$ cat config.mk
export PLATFORM = sky130hd
export DESIGN_NAME = ahb_lite_master
export DESIGN_NICKNAME = d
export VERILOG_FILES = /design/src/rtl/ahb_lite_master.sv
export SDC_FILE = /design/constraint.sdc
export NUM_CORES = 1
export LEC_CHECK = 0
export ABC_AREA = 1
export CAP_MARGIN = 20
export CORE_AREA = 2 2 128 161
export DETAILED_ROUTE_END_ITERATION = 7
export DIE_AREA = 0 0 130 163
export GPL_TIMING_DRIVEN = 0
export SLEW_MARGIN = 15
export SYNTH_ARGS = -nofsm -noshare
export SYNTH_HDL_FRONTEND = slang
export SYNTH_SLANG_ARGS = --single-unit
$ cat constraint.sdc
create_clock -name HCLK -period 1.62 [get_ports HCLK]
set_input_delay 0.162 -clock HCLK [delete_from_list [all_inputs] [get_ports HCLK]]
set_output_delay 0.162 -clock HCLK [all_outputs]
set_load 0.1 [all_outputs]
$ cat src/rtl/ahb_lite_master.sv
// AHB-Lite single-transfer initiator: core valid/ready load/store requests -> NONSEQ SINGLE transfers.
// Latency: 2 edges from acceptance to rsp_valid with zero wait states; +1 per HREADY=0 data-phase cycle.
// Backpressure: req_ready follows HREADY (low in ERROR first cycle); misaligned requests wait for an empty pipe.
module ahb_lite_master #(
  parameter int          ADDR_WIDTH = 32,
  parameter logic [3:0]  HPROT_VAL  = 4'b0011
) (
  input  logic                  HCLK,
  input  logic                  HRESET,
  input  logic                  req_valid,
  output logic                  req_ready,
  input  logic [ADDR_WIDTH-1:0] req_addr,
  input  logic                  req_write,
  input  logic [1:0]            req_size,
  input  logic [31:0]           req_wdata,
  output logic                  rsp_valid,
  output logic [31:0]           rsp_rdata,
  output logic                  rsp_err,
  output logic [ADDR_WIDTH-1:0] HADDR,
  output logic [1:0]            HTRANS,
  output logic                  HWRITE,
  output logic [2:0]            HSIZE,
  output logic [31:0]           HWDATA,
  output logic [2:0]            HBURST,
  output logic [3:0]            HPROT,
  output logic                  HMASTLOCK,
  input  logic [31:0]           HRDATA,
  input  logic                  HREADY,
  input  logic                  HRESP
);

  localparam logic [1:0] TRANS_IDLE   = 2'b00;
  localparam logic [1:0] TRANS_NONSEQ = 2'b10;

  // Address-phase slot
  logic                  ap_vld_q,   ap_vld_d;
  logic [ADDR_WIDTH-1:0] ap_addr_q,  ap_addr_d;
  logic                  ap_write_q, ap_write_d;
  logic [1:0]            ap_size_q,  ap_size_d;
  logic [31:0]           ap_wdata_q, ap_wdata_d;

  // Data-phase slot (only what the data phase still needs)
  logic                  dp_vld_q,   dp_vld_d;
  logic [1:0]            dp_lane_q,  dp_lane_d;
  logic                  dp_write_q, dp_write_d;
  logic [1:0]            dp_size_q,  dp_size_d;
  logic [31:0]           hwdata_q,   hwdata_d;

  // Response registers
  logic                  rsp_valid_q, rsp_valid_d;
  logic                  rsp_err_q,   rsp_err_d;
  logic [31:0]           rsp_rdata_q, rsp_rdata_d;

  logic        req_misaligned;
  logic        err_first;
  logic        drained;
  logic        accept;
  logic        accept_bus;
  logic        accept_bad;
  logic [31:0] rd_shifted;
  logic [31:0] rd_word;

  // Request qualification, handshake and the two combinational bus paths
  always_comb begin
    req_misaligned = (req_size == 2'd3)
                   | ((req_size == 2'd1) & req_addr[0])
                   | ((req_size == 2'd2) & (req_addr[1:0] != 2'b00));
    err_first  = HRESP & ~HREADY;
    drained    = ~ap_vld_q & ~dp_vld_q;
    // Bad requests bypass the bus, so they may only enter an empty pipe to keep responses in order
    req_ready  = HREADY & ~err_first & (~req_misaligned | drained);
    accept     = req_valid & req_ready;
    accept_bus = accept & ~req_misaligned;
    accept_bad = accept & req_misaligned;
    // ERROR first cycle cancels the pending address phase; it is re-presented next cycle
    HTRANS     = (ap_vld_q & ~err_first) ? TRANS_NONSEQ : TRANS_IDLE;
  end

  // Load data lane extraction, zero-extended to the access size
  always_comb begin
    rd_shifted = HRDATA >> {dp_lane_q, 3'b000};
    case (dp_size_q)
      2'd0:    rd_word = {24'h0, rd_shifted[7:0]};
      2'd1:    rd_word = {16'h0, rd_shifted[15:0]};
      default: rd_word = rd_shifted;
    endcase
  end

  // Pipeline advance: everything moves only on HREADY=1 edges
  always_comb begin
    ap_vld_d    = ap_vld_q;
    ap_addr_d   = ap_addr_q;
    ap_write_d  = ap_write_q;
    ap_size_d   = ap_size_q;
    ap_wdata_d  = ap_wdata_q;
    dp_vld_d    = dp_vld_q;
    dp_lane_d   = dp_lane_q;
    dp_write_d  = dp_write_q;
    dp_size_d   = dp_size_q;
    hwdata_d    = hwdata_q;
    rsp_valid_d = 1'b0;
    rsp_err_d   = 1'b0;
    rsp_rdata_d = 32'h0;

    if (HREADY) begin
      dp_vld_d   = ap_vld_q;
      dp_lane_d  = ap_addr_q[1:0];
      dp_write_d = ap_write_q;
      dp_size_d  = ap_size_q;
      hwdata_d   = ap_vld_q ? (ap_wdata_q << {ap_addr_q[1:0], 3'b000}) : 32'h0;

      ap_vld_d = accept_bus;
      if (accept_bus) begin
        ap_addr_d  = req_addr;
        ap_write_d = req_write;
        ap_size_d  = req_size;
        ap_wdata_d = req_wdata;
      end

      if (dp_vld_q) begin
        rsp_valid_d = 1'b1;
        rsp_err_d   = HRESP;
        rsp_rdata_d = (HRESP | dp_write_q) ? 32'h0 : rd_word;
      end else if (accept_bad) begin
        rsp_valid_d = 1'b1;
        rsp_err_d   = 1'b1;
      end
    end
  end

  // State registers with synchronous reset; reset drops all outstanding transfers
  always_ff @(posedge HCLK) begin
    if (HRESET) begin
      ap_vld_q    <= 1'b0;
      ap_addr_q   <= '0;
      ap_write_q  <= 1'b0;
      ap_size_q   <= 2'd0;
      ap_wdata_q  <= 32'h0;
      dp_vld_q    <= 1'b0;
      dp_lane_q   <= 2'd0;
      dp_write_q  <= 1'b0;
      dp_size_q   <= 2'd0;
      hwdata_q    <= 32'h0;
      rsp_valid_q <= 1'b0;
      rsp_err_q   <= 1'b0;
      rsp_rdata_q <= 32'h0;
    end else begin
      ap_vld_q    <= ap_vld_d;
      ap_addr_q   <= ap_addr_d;
      ap_write_q  <= ap_write_d;
      ap_size_q   <= ap_size_d;
      ap_wdata_q  <= ap_wdata_d;
      dp_vld_q    <= dp_vld_d;
      dp_lane_q   <= dp_lane_d;
      dp_write_q  <= dp_write_d;
      dp_size_q   <= dp_size_d;
      hwdata_q    <= hwdata_d;
      rsp_valid_q <= rsp_valid_d;
      rsp_err_q   <= rsp_err_d;
      rsp_rdata_q <= rsp_rdata_d;
    end
  end

  assign HADDR     = ap_addr_q;
  assign HWRITE    = ap_write_q;
  assign HSIZE     = {1'b0, ap_size_q};
  assign HWDATA    = hwdata_q;
  assign HBURST    = 3'b000;
  assign HPROT     = HPROT_VAL;
  assign HMASTLOCK = 1'b0;
  assign rsp_valid = rsp_valid_q;
  assign rsp_err   = rsp_err_q;
  assign rsp_rdata = rsp_rdata_q;

endmodule

# == After elaboration in Yosys (flattened, before gate mapping) ==
# Cells that the tools add are included.
# word_totals
reg_bits,140
output_inout_bits,113
word_cells,49
# classes
eq_ne,4
shift,2
n_mux,6
bitwise_logic,19
reduce_logical,5
# op_table
cell,count
32-bit one-hot mux with 2 select lines,1
32-bit 2-to-1 mux,1
32-bit by 5-bit << shifter with 32-bit output,1
32-bit by 5-bit right shift with 32-bit output,1
1-bit bitwise AND,10
1-bit inverter,5
2-bit by 1-bit equality test with 1-bit output (second input constant),2
2-bit equality test (second input constant),2
1-bit bitwise OR,4
4-bit OR reduction,1
1-bit 2-to-1 mux,3
2-bit logical NOT,1
2-bit 2-to-1 mux,1
2-bit AND reduction,1
2-bit nonzero test,1
2-bit OR reduction,1

# == Logic depth before layout (Yosys ltp) ==
# Gate-level depths: netlist of run 1.
# logic_depth
ltp_word,11
mapped_depth,9
ltp_nobuf,7

# == Least setup slack after synthesis of run 1 ==
# OpenSTA, ideal clock, no wires.
# synth_path
path_kind,input to output
start,input port HREADY
end,output port req_ready
t_arrival_ps,2677
required_time_ps,1458
path_slack_ps,-1219
cell_stages,4
cell_sequence,buf_4 buf_2 nand2_1 o21ai_0
# synth_via
elab_chain_cells,5
# synth_rtl
item,line,rtl
"start, declared",28,"input logic HREADY,"
1-bit inverter (no line),n/a,
1-bit bitwise AND,68,err_first = HRESP & ~HREADY;
1-bit inverter,71,req_ready = HREADY & ~err_first & (~req_misaligned | drained);
1-bit bitwise AND * (2 in series),71,
"end, declared",11,"output logic req_ready,"
# Mark *: on every way between the ends. The rest lies on a longest branch, timed or not.

# == Worst setup path after layout of run 1 ==
# layout_path
start,register ap_addr_q[1] (netlist: HADDR[1])
end,output port HADDR[1]
# layout_rtl
item,line,rtl
"start, declared",37,"logic [ADDR_WIDTH-1:0] ap_addr_q, ap_addr_d;"
"start signal, assigned",149,ap_addr_q <= ap_addr_d;
"end, declared",19,"output logic [ADDR_WIDTH-1:0] HADDR,"
# No word-level cell between the ends.

==> qor.yml, run 1 <==
max_freq_mhz: 638.9
maxCapViolCount: 0
min_path_type: "primary input to flop"
fp.dieW_um: 130
die_area_um2: 21190
path_buf_inv: 1
synth-seq-cells: 140
synthCells: 1056
initial_core_util: 0.3422
timing.rr.start: "HADDR[0]"
htree_num_levels: 4
ys_types: 24
coreArea_um2: 19810
ir_drop_mv: 0.6939
cts_made_buffers: 17
yosysWarnings: 0
power.density_nw_per_um2: 961.5
ff2ff_path_depth: 7
dr.pass1.iters: 5
crit_path_end_kind: "output pin"
netlist_area_um2: 6780
grt_overflow: 0
ys_seq_area_frac: 0.4134
postRouteAntennaNets: 0
grt_pass1_wl_um: 33280
seq_area_um2: 2805
antenna_found_initial: 0
layout-drive-gt1-share: 0.1734
max-slew-margin-rel: 0.5229
final_cell_area_um2: 10050
slew_viol_final: 0
cp_cell_sequence: "clkdlybuf4s15_2"
finalSetupViolCount: 0
dp_slack_ns: -1.326
hp-start: "HRESET"
place_area_um2: 9200
multiInputGateArea_um2: 2754
cp_top_family: "buffers and inverters"
dieHeight_um: 163
vias: 6892
synth_top_family_by_area: "simple AND/OR/NAND/NOR gates"
fin_crit_sh: 0.9662
r2r_slack_ns: 0.15
vias_per_cell: 4.381
power_mw: 9.665
start_kind: "flop"
worst_pin_slew_ns: 0.7142
synthMuxAreaShare: 0
hpwlAfterDp_um: 16100
cp_slowest_cell: "clkdlybuf4s15_2"
fillers: 2045
grt_pass1_vias: 6532
grt_max_degree: 17
layout_min_cycle_time_ns: 1.565
cp_max_fo: 5
ios: 217
ctsHoldBuffers: 0
n_antenna_cell: 0
routedWlPerCell_um: 13.54
min_to: "HWDATA[4]"
cts_max_path_buffers: 2
clock-sinks: 140
worstSetupPathType: "flop to output pin"
p_leak_nw: 4.818
placed_cells: 1538
critPathMaxStageDelay_ns: 0.59
fin_skew_ns: 0.01206
num_rows: 58
synthAdderAreaFrac: 0
arrival_ns: 1.40
drt-total-wl_um: 21290
area_growth_pct: 48.26
r2r_end: "HWDATA[27]"
syn_avg_cell_area_um2: 6.421
synthXorXnorAreaFrac: 0
post-route-drc-count: 0
synth_simple_gate_area_frac: 0.3379
routabilityCongestion: 0.8650
drt_iter0_markers: 336
synth_compound_area_frac: 0.06053
grt_usage: 0.2015
min_path_cells: 2
io_buffer_count: 204
root_buffer: "clkbuf_16"
status: "complete, no violations"
setup_slack_ns: 0.05478
clk_latency_ns: 0.42
hold_viol_final: 0
layout.nets: 1394
required_ns: 1.46
fin_cells: 1573
path_depth: 1
cts_tree: "done"
whs_ns: 0.09850
clk_pin_slew_ns: 0.06
## cell usage after synthesis (all sizes together)
| master | n | area (µm²) |
|---|---|---|
| nand2 | 323 | 1220 |
| inv | 232 | 873.3 |
| dfxtp | 140 | 2803 |
| nor2 | 101 | 409.1 |
| nand4 | 69 | 446.7 |
| buf | 56 | 320.3 |
| a21oi | 33 | 165.2 |
| nand3 | 32 | 165.2 |
| o21ai | 22 | 110.1 |
| clkbuf | 19 | 71.32 |
| o211ai | 17 | 127.6 |
| or2 | 8 | 50.05 |
| conb | 2 | 7.510 |
| clkinv | 1 | 3.750 |
| o21bai | 1 | 7.510 |
## layer usage
metal  share of wire  vias up  global-route usage
met2            0.49      236              0.3482
met4           0.014        0             0.06061
li1                -     3620                   -
met1            0.41     3016              0.2399
met5               0        -                   0
met3           0.082       20             0.05913
## cells by family (layout without fill, tap and decap cells)
kind of cell / Yosys count / in the layout
DFF: 140 / 140
buffers and inverters: 308 / 547
other: 2 / 10
AOI/OAI and AO/OA: 73 / 73
and+or+nand+nor: 533 / 533
## timing repair
action | CTS | global route
endpoints found under the setup margin | 103 | 2
resized for setup | 329 | 7
setup buffers | 0 | 3
pin swaps | 0 | 2
## where the power goes
part           internal [mW]  total, mW  switching, mW
combinational          0.585       1.77           1.19
clock                   2.66       4.28           1.62
sequential              3.55       3.61         0.0618
## registers in the layout, indices dropped and copies added, names as in the netlist
register	count
HADDR	32
HWDATA	32
ap_wdata_q	32
rsp_rdata	32
ap_size_q	2
dp_lane_q	2
dp_size_q	2
HWRITE	1
ap_vld_q	1
dp_vld_q	1
dp_write_q	1
rsp_err	1
rsp_valid	1
## cell usage in the layout, fill, tap and decap left out, drive strengths merged
master	n
nand2	323
inv	237
dfxtp	140
clkdlybuf4s15	101
nor2	101
clkdlybuf4s50	99
nand4	69
buf	61
clkbuf	37
a21oi	33
nand3	32
o21ai	22
o211ai	17
conb	10
or2	8
bufinv	4
clkinvlp	3
clkinv	3
o21bai	1
dlygate4sd2	1
dlymetal6s2s	1
## area by class of cell
class / instances / area share
Timing Repair Buffer: 207 / 0.2188
Tap cell: 270 / 0.03361
Inverter: 233 / 0.08725
Multi-Input combinational cell: 616 / 0.2740
Sequential cell: 140 / 0.2791
Clock inverter: 14 / 0.02079
Buffer: 75 / 0.04282
Clock buffer: 18 / 0.04369
## per-stage QoR
step / TNS, ns / utilization
4_1_cts: -0.05438 / 0.5055
6_report: 0 / 0.5074
3_3_place_gp: -18.23 / 0.4644
5_1_grt: -0.01618 / 0.5074
2_1_floorplan: 0 / -
3_5_place_dp: -21.13 / 0.4644
## how the worst max path moves through the flow
stage	from	endpoint	slack, ns
global route	req_addr[1]	req_ready	-0.01
global placement	HREADY	req_ready	-1.31
finish	HADDR[1]	HADDR[1]	0.05
detailed placement	HREADY	req_ready	-1.33
floorplan	HADDR[0]	HWDATA[30]	0.01
CTS	req_addr[0]	req_ready	-0.05
Note: power is estimated with default switching activity, not from simulation.
==> run 2, diff against run 1 <==
- CTS_BUF_LIST: unset -> sky130_fd_sc_hd__clkbuf_8
==> run 2 against run 1 <==
  * First-iteration DRC count is 6.5% higher
  * Final area is 2.1% lower
  * Wire length is 0.73% lower
  * Via count is 0.12% higher
  * Critical path type unchanged
  * Largest cell class unchanged
==> qor.yml, run 2 (synthesis gave the netlist of run 1 again) <==
status: "complete, no violations"
r2r_slack_ns: 0.16
ir_drop_mv: 0.4503
cp_slowest_cell: "clkdlybuf4s15_2"
grt_pass1_wl_um: 33260
grt_usage: 0.2014
placed_cells: 1538
worst_pin_slew_ns: 0.6754
n_antenna_cell: 0
hp-start: "HRESET"
root_buffer: "clkbuf_8"
dr.pass1.iters: 5
dp_slack_ns: -1.326
startpoint: "HWDATA[28]"
final_common_cell: "nand2_1"
grt_pass1_vias: 6555
drt-total-wl_um: 21140
place_area_um2: 9200
layout.nets: 1394
clock-sinks: 140
routabilityCongestion: 0.8650
p_leak_nw: 4.724
path_depth: 1
clk_pin_slew_ns: 0.09
fin_skew_ns: 0.01231
routedWlPerCell_um: 13.44
setup_slack_ns: 0.04356
initial_core_util: 0.3422
timing.rr.start: "HADDR[0]"
power.density_nw_per_um2: 878.3
cts_max_path_buffers: 2
max_freq_mhz: 634.3
fin_cells: 1573
area_growth_pct: 45.14
grt_max_degree: 17
final_cell_mix: "nand2_1, inv_1, dfxtp_1"
postRouteAntennaNets: 0
num_rows: 58
slew_viol_final: 0
ctsHoldBuffers: 0
cp_max_fo: 2
drt_iter0_markers: 358
finalSetupViolCount: 0
cts_made_buffers: 17
cp_cell_sequence: "clkdlybuf4s15_2"
post-route-drc-count: 0
power_mw: 8.643
coreArea_um2: 19810
final_cell_area_um2: 9841
vias_per_cell: 4.387
htree_num_levels: 4
start_kind: "flop"
final_util: 0.4967
r2r_end: "HWDATA[23]"
dieHeight_um: 163
layout_min_cycle_time_ns: 1.576
antenna_found_initial: 0
wl_met3_um: 1806
top_layer_used: "met4"
fp.dieW_um: 130
path_buf_inv: 1
cp_top_family: "buffers and inverters"
io_buffer_count: 204
fillers: 2068
vias: 6900
maxCapViolCount: 0
cts_tree: "done"
critPathMaxStageDelay_ns: 0.57
grt_overflow: 0
hpwlAfterDp_um: 16100
hold_viol_final: 0
ios: 217
max-slew-margin-rel: 0.5488
clk_latency_ns: 0.46
min_path_type: "primary input to flop"
worstSetupPathType: "flop to output pin"
required_ns: 1.46
met1_length_um: 8637
die_area_um2: 21190
crit_path_end: "HWDATA[28]"
arrival_ns: 1.41
fin_crit_sh: 0.9731
ff2ff_path_depth: 7
crit_path_end_kind: "output pin"
layout-drive-gt1-share: 0.1734
wl_met2_um: 10330
rsz0062_at_grt: "no"
## run 2: routing by layer
layer  vias up  track usage
li1       3613            -
met1      3010       0.2386
met2       252       0.3491
met3        25      0.05519
met4         0      0.06647
met5         -            0
## run 2: what timing repair did
item	in CTS	in global routing
cloned	0	0
endpoints found under the setup margin	103	3
pin swaps	0	1
gates resized for setup	329	4
endpoints found under the hold margin	0	0
buffers inserted	0	4
## run 2: cell type report
type | instances | area [µm²] | area share
tap | 270 | 337.8 | 0.03433
timing repair buffer | 208 | 2198 | 0.2234
clock inverter | 14 | 209.0 | 0.02123
multi-input combinational | 616 | 2751 | 0.2796
sequential | 140 | 2805 | 0.2851
inverter | 233 | 877.1 | 0.08913
buffer | 74 | 414.1 | 0.04209
clock buffer | 18 | 247.7 | 0.02517
## run 2: how the worst min path moves through the flow
stage | slack (ns) | depth (start not counted) | to
after floorplan | 0.31 | 2 | rsp_err
after global placement | 0.45 | 2 | HWDATA[2]
after detailed placement | 0.46 | 2 | HWDATA[4]
after CTS | 0.04 | 2 | HWDATA[2]
after global routing | 0.05 | 2 | HWDATA[4]
final | 0.06 | 2 | HWDATA[4]
## run 2: power by group
part           internal (mW)  switching [mW]
Sequential              3.55          0.0616
Combinational          0.581            1.18
Clock                   1.76            1.52
Total                   5.89            2.76
## run 2: metrics by stage
| step | TNS [ns] | hold WS (ns) |
|---|---|---|
| 3_3_place_gp | -18.23 | 0.4534 |
| 3_5_place_dp | -21.13 | 0.4556 |
| 6_report | 0 | 0.06276 |
| 2_1_floorplan | 0 | 0.3087 |
| 4_1_cts | 0 | 0.04389 |
| 5_1_grt | 0 | 0.04822 |
==> variant 1 (settings of run 1) <==
Change the parameter `ADDR_WIDTH` from 32 to 64.
--- a/src/rtl/ahb_lite_master.sv
+++ b/src/rtl/ahb_lite_master.sv
@@ -2,7 +2,7 @@
 // Latency: 2 edges from acceptance to rsp_valid with zero wait states; +1 per HREADY=0 data-phase cycle.
 // Backpressure: req_ready follows HREADY (low in ERROR first cycle); misaligned requests wait for an empty pipe.
 module ahb_lite_master #(
-  parameter int          ADDR_WIDTH = 32,
+  parameter int          ADDR_WIDTH = 64,
   parameter logic [3:0]  HPROT_VAL  = 4'b0011
 ) (
   input  logic                  HCLK,
Interface: changed (resized HADDR and req_addr); port bits go from 217 to 281. The function was not compared with the original's and may differ.
==> variant 1 against run 1 <==
First-iteration DRC count rose by 1.8%; count of clock-buffer cells in the layout is 2 higher; sequential cell count is 32 higher; routed wire length rose by 21%; worst setup slack gained 0.014 ns; combinational power is 40% higher; design area rose by 23%; total power up 13%; synthesized area up 26%; sequential power is 24% higher; critical path type unchanged; critical endpoint is now HWDATA[16]; largest cell class is now buffers.
==> variant 1: results (changes against run 1) <==
Parameter                              Value

Status
  Outcome    completed

Global routing
  Global routing met1 resource utilization    0.272 (+0.0317)
  Via count of the first global-routing pass    8081 (+24%)
  Met2 track utilization from global routing    0.424 (+0.0757)
  Number of antenna violations at the first check in global routing    3 (+3)
  Wire length of the first global-routing pass    40200 um (+21%)
  Overall Global Routing Usage    0.243 (+0.0419)
  Met3 usage in global routing    0.0631 (+0.00394)

Yosys
  Sequential fraction of the synthesis area    0.404 (-0.00907)
  Number of distinct library cells after synthesis    23 (-4.2%)
  Most frequent cells after synthesis    nand2_1, inv_1, dfxtp_1, nor2_1, nand4_1
  Synth top area cells    dfxtp_1, nand2_1, inv_1

Detailed routing
  Length of routed wiring on met1    10400 um (+18%)
  Final wirelength    25700 um (+21%)
  Number of DRC markers after the initial detailed-route iteration    342 (+1.8%)
  Met3 routed wirelength    1800 um (+3.2%)
  First-pass DRT Iterations    4 (-1)
  Met2 layer wire length in the routed design    12500 um (+20%)
  Via density per instance    4.50 (+2.6%)

Worst setup path
  Highest fanout seen on the critical path    2 (-3)

Timing
  Worst clock skew on the final layout    0.0108 ns (-0.00130 ns)
  Max-slew headroom at the worst pin    0.550 (+0.0274)

Placement
  Post-placement worst setup slack    -1.25 ns (+0.0787 ns)
  Count of buffers from port buffering    268 (+31%)
  Placer congestion estimate    0.909 (+5.1%)
  Post-DP Area    11600 um2 (+26%)
  Post-detail-place hpwl    19900 um (+24%)

Clocking
  Total of cells resized after clock tree synthesis    420 (+28%)
  Hold-fix buffer count after cts    1 (+1)

Layout
  Final net count    1765 (+27%)
  Fill count    1950 (-4.6%)
  Ratio of cells with drive above 1 in the final layout    0.167 (-0.00658)
  Layout Cells excl Fill    1915 (+22%)

Power
  Peak VDD IR    0.883 mV (+27%)
  Net switching power figure    3.51 mW (+22%)
  Total leakage power    6.09 nW (+26%)
[variant 1: changes by cell type in the layout (fill, tap and decap cells not counted), sizes merged, moves of 5 or more]
cell,run 1,this run
nand2,323,384
buf,61,92
nand4,69,101
dfxtp,140,172
clkdlybuf4s50,99,132
clkbuf,37,27
inv,237,329
nand3,32,37
clkinv,3,8
clkdlybuf4s15,101,133
nor2,101,131
[variant 1: power by group through the flow]
stage	clock [mW]	sequential, mW	combinational (mW)
final	4.01	4.47	2.47
after global routing	4.22	4.48	2.67
after CTS	4.08	4.47	2.47
after detailed placement	0	4.56	2.47
after global placement	0	4.56	2.47
after floorplan	0	5.25	0.991
[variant 1: area by class of cell]
cell class | count | area (um2) | area share
Sequential cell | 172 | 3450 | 0.278
Multi-Input combinational cell | 743 | 3300 | 0.266
Timing Repair Buffer | 273 | 2900 | 0.234
Inverter | 329 | 1240 | 0.0998
Buffer | 93 | 582 | 0.0470
Clock buffer | 20 | 467 | 0.0377
Tap cell | 270 | 338 | 0.0273
Clock inverter | 12 | 111 | 0.00899
Antenna cell | 3 | 7.51 | 0.000606
[variant 1: path summary, 6_finish.rpt]
| kind | startpoint | to | slack [ns] |
|---|---|---|---|
| setup / recovery | HWDATA[16]$_SDFFE_PP0P_ | HWDATA[16] | 0.07 |
| hold / removal | req_addr[0] | HADDR[0]$_SDFFE_PP0P_ | 0.15 |
| setup reg to reg | HADDR[0]$_SDFFE_PP0P_ | HWDATA[26]$_SDFFE_PP0P_ | 0.14 |
| hold reg to reg | HWDATA[4]$_SDFFE_PP0P_ | HWDATA[4]$_SDFFE_PP0P_ | 0.47 |
[variant 1: logic make-up after synthesis]
logic type / after synthesis / synth area share
compound gates: 72 / 0.0473
buf+inv: 423 / 0.213
other cells: 2 / 0.000882
flops: 172 / 0.404
simple gates: 661 / 0.334
==> variant 2 (config.mk and constraints of run 1) <==
Without the edit above. `ap_addr_q`, `ap_wdata_q`, `hwdata_q` and `rsp_rdata_q` no longer have a reset.
--- a/src/rtl/ahb_lite_master.sv
+++ b/src/rtl/ahb_lite_master.sv
@@ -132,33 +132,32 @@
   always_ff @(posedge HCLK) begin
     if (HRESET) begin
       ap_vld_q    <= 1'b0;
-      ap_addr_q   <= '0;
       ap_write_q  <= 1'b0;
       ap_size_q   <= 2'd0;
-      ap_wdata_q  <= 32'h0;
       dp_vld_q    <= 1'b0;
       dp_lane_q   <= 2'd0;
       dp_write_q  <= 1'b0;
       dp_size_q   <= 2'd0;
-      hwdata_q    <= 32'h0;
       rsp_valid_q <= 1'b0;
       rsp_err_q   <= 1'b0;
-      rsp_rdata_q <= 32'h0;
     end else begin
       ap_vld_q    <= ap_vld_d;
-      ap_addr_q   <= ap_addr_d;
       ap_write_q  <= ap_write_d;
       ap_size_q   <= ap_size_d;
-      ap_wdata_q  <= ap_wdata_d;
       dp_vld_q    <= dp_vld_d;
       dp_lane_q   <= dp_lane_d;
       dp_write_q  <= dp_write_d;
       dp_size_q   <= dp_size_d;
-      hwdata_q    <= hwdata_d;
       rsp_valid_q <= rsp_valid_d;
       rsp_err_q   <= rsp_err_d;
-      rsp_rdata_q <= rsp_rdata_d;
     end
+  end
+
+  always_ff @(posedge HCLK) begin
+    ap_addr_q   <= ap_addr_d;
+    ap_wdata_q  <= ap_wdata_d;
+    hwdata_q    <= hwdata_d;
+    rsp_rdata_q <= rsp_rdata_d;
   end
 
   assign HADDR     = ap_addr_q;
Formal check against the unedited RTL: not equivalent (a bounded check fails within 4 cycles, from zero or initial values and one cycle with HRESET high).
==> variant 2 against run 1 <==
Synthesized area fell by 22%; design area decreased by 14%; count of clock-buffer cells in the layout stayed put; total power decreased by 2.5%; sequential power grew 12%; worst setup slack better by 0.015 ns; die area did not move; routed wire length decreased by 31%; synthesized cell count is 56% lower; sequential cell count stayed put; core utilization down 7.3 points; largest cell class unchanged.
==> variant 2: results (changes against run 1) <==
Parameter                              Value

Status
  Outcome    completed

Layout
  Layout Cells excl Fill    983 (-38%)
  Final net count    804 (-42%)
  Ratio of cells with drive above 1 in the final layout    0.295 (+0.121)
  Fill count    1857 (-9.2%)

Placement
  Count of placed standard cells including taps    948 (-38%)
  Post-placement worst setup slack    -1.05 ns (+0.272 ns)
  Placer congestion estimate    0.866 (+0.16%)
  Count of buffers from port buffering    206 (+0.98%)
  Post-detail-place hpwl    11300 um (-30%)

Worst setup path
  Internal reg-to-reg setup slack    0.18 ns (+0.03 ns)
  Launching element of the worst setup path    req_size[0]
  Endpoint of the worst-slack reg-to-reg timing path    HWDATA[30]$_SDFFCE_PN0P_
  R2R cell count    4 (-3)
  Worst reg2reg path startpoint    HADDR[0]$_DFFE_PP_

Power
  Peak VDD IR    0.591 mV (-15%)
  Internal power component    6.73 mW (-0.98%)
  Comb pwr    1.63 mW (-8%)

Detailed routing
  First-pass DRT Iterations    4 (-1)
  Met2 layer wire length in the routed design    7950 um (-24%)
  Met3 routed wirelength    1080 um (-38%)
  Final wirelength    14700 um (-31%)

Worst hold path
  Min-Delay Startpoint    HREADY
  Cell depth of the worst hold path    1 (-1)

Global routing
  Via count of the first global-routing pass    4189 (-36%)
  Number of antenna violations at the first check in global routing    1 (+1)
  Wire length of the first global-routing pass    22500 um (-32%)
  Largest net degree at the start of global routing    38 (+21)

Timing
  Worst Max-Slew Pin Slew    0.821 ns (+0.106 ns)
  Worst clock skew on the final layout    0.00747 ns (-0.00458 ns)
  Time the worst path needs with I/O delays and setup    1.55 ns (-0.0146 ns)

Yosys
  Synth top area cells    edfxtp_1, dfxtp_1, nand2_1
  Gate Count Post-Synth    463 (-56%)
  Post-synthesis mux area share    0.00189 (+0.00189)
  Number of distinct library cells after synthesis    27 (+13%)
  Most frequent cells after synthesis    nand2_1, edfxtp_1, dfxtp_1, nor2_1, o21ai_0
  Synth Area in Compound Gates    0.0751 (+0.0146)
  Sequential fraction of the synthesis area    0.711 (+0.297)
variant 2: metrics by stage:
| step | hold slack, ns | area [um2] |
|---|---|---|
| floorplan | 0.231 | 5480 |
| global placement | 0.482 | 7880 |
| detailed placement | 0.483 | 7890 |
| CTS | 0.183 | 8610 |
| global route | 0.111 | 8610 |
| finish | 0.125 | 8610 |
variant 2: critical path, stage by stage:
cell and delay [ns]:
clkdlybuf4s50_1 0.54, inv_4 0.12, nand2_4 0.06, nand2_4 0.08
nand2_1 0.05, o21ai_1 0.12, buf_6 0.25
variant 2: repair_timing:
| item | CTS | global route |
|---|---|---|
| gates resized for setup | 322 | 2 |
| cloned | 1 | 0 |
| setup buffers | 2 | 0 |
| endpoints found under the setup margin | 170 | 2 |
variant 2: kinds of logic after synthesis:
kind of cell,count (synthesis)
buffers and inverters,58
multiplexers,1
other,2
flip-flops,140
AND/OR/NAND/NOR,190
AO/OA/AOI/OAI,72
variant 2: layout make-up:
| type | count | area (um2) | share of cell area |
|---|---|---|---|
| clock buffers | 18 | 429 | 0.0498 |
| repair inverters | 1 | 7.51 | 0.000871 |
| repair buffers | 209 | 2220 | 0.258 |
| clock inverters | 13 | 143 | 0.0166 |
| plain buffers | 32 | 265 | 0.0308 |
| well taps | 270 | 338 | 0.0392 |
| diodes | 1 | 2.50 | 0.000290 |
| multi-input cells | 273 | 1340 | 0.155 |
| flip-flops and latches | 140 | 3760 | 0.437 |
| inverters | 26 | 109 | 0.0126 |
variant 2: per-layer routing:
layer / vias up / track usage
li1: 2050 / -
met1: 1913 / 0.151
met4: 0 / 0.0635
met2: 148 / 0.256
met3: 21 / 0.0516
met5: - / 0
